**config.mk**
```make
export PLATFORM = sky130hd
export DESIGN_NAME = mux_scan_ctrl_flat
export DESIGN_NICKNAME = d
export VERILOG_FILES = /design/src/rtl/mux_scan_ctrl_pkg.sv /design/src/rtl/mux_scan_ctrl_if.sv /design/src/rtl/mux_scan_ctrl.sv /design/src/flat_wrapper.sv
export SDC_FILE = /design/constraint.sdc
export NUM_CORES = 1
export LEC_CHECK = 0
export ABC_AREA = 0
export BUFFER_PORTS_ARGS = -buffer_cell sky130_fd_sc_hd__buf_2
export CAP_MARGIN = 20
export CELL_PAD_IN_SITES_DETAIL_PLACEMENT = 2
export CELL_PAD_IN_SITES_GLOBAL_PLACEMENT = 2
export CORE_ASPECT_RATIO = 1.2
export CORE_MARGIN = 2
export CORE_UTILIZATION = 31
export CTS_CLUSTER_SIZE = 24
export DETAILED_ROUTE_END_ITERATION = 10
export PLACE_DENSITY = 0.72
export SYNTH_ARGS = -nofsm -noshare
export SYNTH_HDL_FRONTEND = slang
export SYNTH_SLANG_ARGS = --single-unit
```
**constraint.sdc**
```tcl
create_clock -name clk -period 1.95 [get_ports clk]
set_clock_uncertainty 0.15 [all_clocks]
set_input_delay 0.195 -clock clk [delete_from_list [all_inputs] [get_ports clk]]
set_output_delay 0.195 -clock clk [all_outputs]
set_load 0.005 [all_outputs]
```
**src/rtl/mux_scan_ctrl_pkg.sv**
```systemverilog
// Shared constants, state encoding and the enabled-channel search used by
// the scan sequencer in front of the 4:1 select mux.
package mux_scan_pkg;

  localparam int NUM_CH = 4;
  localparam int SEL_W  = 2;

  typedef logic [1:0] state_t;
  localparam state_t ST_IDLE   = 2'd0;
  localparam state_t ST_SETTLE = 2'd1;
  localparam state_t ST_DONE   = 2'd2;

  typedef struct packed {
    logic             found;
    logic [SEL_W-1:0] idx;
  } next_ch_t;

  // Lowest enabled index strictly above cur; the descending loop lets the
  // lowest candidate win.
  function automatic next_ch_t next_ch(input logic [NUM_CH-1:0] mask,
                                       input logic [SEL_W-1:0]  cur);
    next_ch_t res;
    res = '0;
    for (int i = NUM_CH - 1; i >= 0; i--) begin
      if (mask[i] && (i > int'(cur))) begin
        res.found = 1'b1;
        res.idx   = SEL_W'(i);
      end
    end
    return res;
  endfunction

  function automatic logic [SEL_W-1:0] first_ch(input logic [NUM_CH-1:0] mask);
    logic [SEL_W-1:0] idx;
    idx = '0;
    for (int i = NUM_CH - 1; i >= 0; i--) begin
      if (mask[i]) idx = SEL_W'(i);
    end
    return idx;
  endfunction

endpackage

```
**src/rtl/mux_scan_ctrl_if.sv**
```systemverilog
// Scan request, mux select/output and snapshot result bundle between the
// scan sequencer (slave) and its user plus the downstream mux (master).
interface mux_scan_ctrl_if;
  import mux_scan_pkg::*;

  logic              start;
  logic [NUM_CH-1:0] en;
  logic              q;
  logic [SEL_W-1:0]  select;
  logic              busy;
  logic              valid;
  logic [NUM_CH-1:0] data;

  modport slave  (input  start, en, q, output select, busy, valid, data);
  modport master (output start, en, q, input  select, busy, valid, data);

endinterface

```
**src/rtl/mux_scan_ctrl.sv**
```systemverilog
// Steps the mux select through the enabled channels, holds each for DWELL
// cycles, samples q and publishes a 4-bit snapshot with a one-cycle strobe.
module mux_scan_ctrl
  import mux_scan_pkg::*;
#(
  parameter int DWELL = 2
) (
  input logic            clk,
  input logic            rst_n,
  mux_scan_ctrl_if.slave bus
);

  localparam int CNT_W = (DWELL > 1) ? $clog2(DWELL) : 1;
  localparam logic [CNT_W-1:0] CNT_LAST = CNT_W'(DWELL - 1);

  state_t            state_q, state_d;
  logic [SEL_W-1:0]  sel_q, sel_d;
  logic [CNT_W-1:0]  cnt_q, cnt_d;
  logic [NUM_CH-1:0] en_q, en_d;
  logic [NUM_CH-1:0] snap_q, snap_d;
  logic [NUM_CH-1:0] data_q, data_d;
  logic              valid_q, valid_d;
  logic              busy_q, busy_d;
  next_ch_t          nxt;
  logic [NUM_CH-1:0] cap;

  always_comb begin
    state_d = state_q;
    sel_d   = sel_q;
    cnt_d   = cnt_q;
    en_d    = en_q;
    snap_d  = snap_q;
    data_d  = data_q;
    valid_d = 1'b0;
    nxt     = next_ch(en_q, sel_q);
    cap     = snap_q;
    cap[sel_q] = bus.q;

    case (state_q)
      ST_SETTLE: begin
        if (cnt_q == CNT_LAST) begin
          snap_d = cap;
          cnt_d  = '0;
          if (nxt.found) begin
            sel_d = nxt.idx;
          end else begin
            state_d = ST_DONE;
            data_d  = cap;
            valid_d = 1'b1;
          end
        end else begin
          cnt_d = cnt_q + CNT_W'(1);
        end
      end
      default: begin
        // IDLE and DONE both accept a new scan; DONE->SETTLE gives back-to-back runs.
        if (bus.start) begin
          en_d   = bus.en;
          snap_d = '0;
          cnt_d  = '0;
          if (bus.en != '0) begin
            sel_d   = first_ch(bus.en);
            state_d = ST_SETTLE;
          end else begin
            state_d = ST_DONE;
            data_d  = '0;
            valid_d = 1'b1;
          end
        end else begin
          state_d = ST_IDLE;
        end
      end
    endcase

    busy_d = (state_d == ST_SETTLE);
  end

  always_ff @(posedge clk) begin
    if (!rst_n) begin
      state_q <= ST_IDLE;
      sel_q   <= '0;
      cnt_q   <= '0;
      en_q    <= '0;
      snap_q  <= '0;
      data_q  <= '0;
      valid_q <= 1'b0;
      busy_q  <= 1'b0;
    end else begin
      state_q <= state_d;
      sel_q   <= sel_d;
      cnt_q   <= cnt_d;
      en_q    <= en_d;
      snap_q  <= snap_d;
      data_q  <= data_d;
      valid_q <= valid_d;
      busy_q  <= busy_d;
    end
  end

  assign bus.select = sel_q;
  assign bus.busy   = busy_q;
  assign bus.valid  = valid_q;
  assign bus.data   = data_q;

endmodule

```
**src/flat_wrapper.sv**
```systemverilog
// flat-port wrapper written by rule: the top's interface ports become plain ports
module mux_scan_ctrl_flat import mux_scan_pkg::*;
#(
  parameter int DWELL = 2
)
  (clk, rst_n, bus_start, bus_en, bus_q, bus_select, bus_busy, bus_valid, bus_data);
  mux_scan_ctrl_if bus_i ();
  input logic clk;
  input logic rst_n;
  input wire logic [$bits(bus_i.start)-1:0] bus_start;
  input wire logic [$bits(bus_i.en)-1:0] bus_en;
  input wire logic [$bits(bus_i.q)-1:0] bus_q;
  output wire logic [$bits(bus_i.select)-1:0] bus_select;
  output wire logic [$bits(bus_i.busy)-1:0] bus_busy;
  output wire logic [$bits(bus_i.valid)-1:0] bus_valid;
  output wire logic [$bits(bus_i.data)-1:0] bus_data;
  assign bus_i.start = bus_start;
  assign bus_i.en = bus_en;
  assign bus_i.q = bus_q;
  assign bus_select = bus_i.select;
  assign bus_busy = bus_i.busy;
  assign bus_valid = bus_i.valid;
  assign bus_data = bus_i.data;
  mux_scan_ctrl #(.DWELL(DWELL)) u_core (.clk(clk), .rst_n(rst_n), .bus(bus_i));
endmodule
```
==> metrics <==
met3 usage=0.0291; worst r2r src=u_core.bus.select[1]; final core utilization=0.388; Setup violations, final=0; worst min path class=in -> reg; worst path cell trace=o21ba_2 > a2111oi_4 > nor3_1 > o221a_2; Initial Util=0.332; Top Family by Delay on Critical Path=compound AO/OA/AOI/OAI gates; first-pass GRT wire length=a little under 4 mm; Slowest-stage cell, CP=dfxtp_1; TritonCTS clock tree=built; Initial DRC Count=3; initial antenna violation count=0; CTS Buffer Depth=2; max-slew violation count=0; Post-Place Cells=between 100 and 150; Slew HR=0.690; M2 GR Usage=0.295; Final Hold Vio Count=0; clk_lat worst skew=a little under 300 ps; Setup Crit Path Kind=reg -> reg; worst-path fanout max=8; TritonCTS Sinks=18; CTS Root Buffer Type=clkbuf_4; Tot Pwr=between 0.7 and 0.8 mW; die width=around 52 um; Worst Hold Path Cells=3; Leak Pwr=0.418 nW; TritonRoute pass-1 iters=4; post-route ant nets=0; fill cell count=296; CP arrival=1820 ps; ratio of cells with drive above 1 in the final layout=0.279; Hold Path Origin=bus_en[3]; H-Tree Depth=1; Worst Max-Slew Pin Slew=464 ps; Synth Net Count=103; total CTS buffers=3; number of cells on the critical path=4; total grt overflow=0; Detailed Place HPWL=about 1.8 mm; die height=61.5 um; grt met1 use=0.210; Total Routing Usage GR=0.172; pin count of the biggest net entering global routing=14; CP Capture Type=flop; Synth Instances=between 90 and 100; gr busiest metal=met2; RSZ-0062 raised after global routing=false; routability cong.=roughly 0.7; # diodes=0; fin crit period=roughly 1800 ps; synthesized cell area=~850 um2; VDD IR max=approximately 0.00036 V; post-layout net count=120; IO buf count=15; Via density=around 5.2; Yosys cell types=25; CP peak stage delay=460 ps; Rows=20; clock transition at the registers of the reported paths=between 100 and 150 ps; Post-DP Area=961 um2; most common cell after layout, fill and taps aside=dfxtp_1; most frequent cells in the layout=18 x dfxtp_1, 15 x buf_2, 9 x mux2i_1, 9 x nand2_1, 9 x a21oi_1; CP required=about 2000 ps; flops & latches, synth=18; Non-Filler Instances=144; Yosys warning count=0; synthesized area per cell=between 8 and 9 um2; Max-Cap Viols=0; reg2reg path depth=4; hold endpoint=u_core.en_q[3]; # DRC=0; final wirelength=about 2.3 mm; pwr dens=759 mW/mm2; post-route setup TNS=0 ps; # IOs=16; Worst Setup Start Kind=flop; vias in the first global route=818; Worst R2R Setup Slack=between 150 and 200 ps; sequential element share of the synthesized area=0.422; CP bufs+invs=0; period utilization=0.908; post-route cell area=1000 um2; Routed wire per std cell=between 15 and 20 um; Worst R2R End=u_core.bus.select[1]; Core ar.=0.00258 mm2; FMAX=0.565 GHz; outcome=finished, final reports clean; Die ar.=approximately 0.0032 mm2; vias=744; area delta synth->final=17.0%
-- worst min-delay path, cell delays in order --
cell     delay (ps)
buf_2           120
nand3_1          60
a21oi_1          50
-- per-stage QoR --
step	hold slack (ps)	setup WS [ps]
floorplan	192	344
global placement	291	171
detailed placement	304	118
CTS	17.9	96.7
global route	11.5	44.3
finish	22.2	179
-- sequential cells by signal (all words and copies together) (netlist names) --
name	count
u_core.bus.valid	1
u_core.snap_q	4
u_core.bus.busy	1
u_core.bus.data	4
u_core.en_q	3
u_core.state_q	2
u_core.cnt_q	1
u_core.bus.select	2
-- cell families (layout without fill, tap and decap cells) --
logic type,count (synthesis),after routing,share of synthesized area
DFF,18,18,0.422
buffers and inverters,5,21,0.0249
and+or+nand+nor,43,43,0.259
AOI/OAI and AO/OA,20,20,0.189
muxes,9,9,0.105
-- how the worst max path moves through the flow --
stage / from / endpoint / slack (ps)
2_1_floorplan: u_core.state_q[1] / u_core.bus.select[1] / 340
3_3_place_gp: u_core.bus.select[1] / u_core.bus.data[1] / 170
3_5_place_dp: u_core.bus.select[0] / u_core.bus.data[2] / 120
4_1_cts: u_core.bus.select[1] / u_core.bus.data[2] / 100
5_1_grt: u_core.bus.select[1] / u_core.bus.select[1] / 40
6_report: u_core.bus.select[1] / u_core.bus.select[1] / 180
-- layer usage --
| layer | vias to the layer above | share of wire | wire length, um |
|---|---|---|---|
| met3 | 6 | 0.019 | 44 |
| met1 | 360 | 0.44 | 1020 |
| met5 | - | 0 | 0 |
| met4 | 0 | 0.023 | 52 |
| li1 | 369 | - | - |
| met2 | 9 | 0.51 | 1180 |
-- cells in the mapped netlist --
library cell  number  share of area
a2111oi_0          2          0.021
a2111oi_4          1          0.032
a21boi_0           1         0.0088
a21oi_1            9          0.053
a221o_1            1          0.012
a2bb2oi_1          2          0.021
buf_2              2          0.012
clkbuf_1           2         0.0088
dfxtp_1           18           0.42
inv_1              1         0.0044
mux2i_1            9           0.11
nand2_1           10          0.044
nand2b_1           2          0.015
nand3_1            8          0.047
nand3b_1           1         0.0088
nor2_1             8          0.035
nor2b_1            5          0.037
nor3_1             1         0.0059
o21a_1             1         0.0088
o21ba_2            1          0.012
o21bai_1           1         0.0088
o221a_2            1          0.013
or2_2              6          0.044
or3b_1             1          0.010
or4_4              1          0.013
-- what timing repair did --
item | in CTS | in global routing
hold buffers | 0 | 0
resized for setup | 0 | 1
buffers inserted | 0 | 0
setup endpoints to repair | 0 | 3
-- layout make-up --
class | count | area (um2) | area share
sequential | 18 | 360 | 0.360
tap | 33 | 41.3 | 0.0413
inverter | 1 | 3.75 | 0.00375
timing repair buffer | 16 | 82.6 | 0.0826
clock buffer | 4 | 36.3 | 0.0363
multi-input combinational | 72 | 475 | 0.476
-- power breakdown --
group          switching [mW]  internal, mW  leakage (nW)  total, mW
clock                   0.124         0.114        0.0210      0.237
combinational          0.0695        0.0521         0.250      0.122
sequential             0.0168         0.383         0.147      0.399
Note: power is estimated with default switching activity, not from simulation.
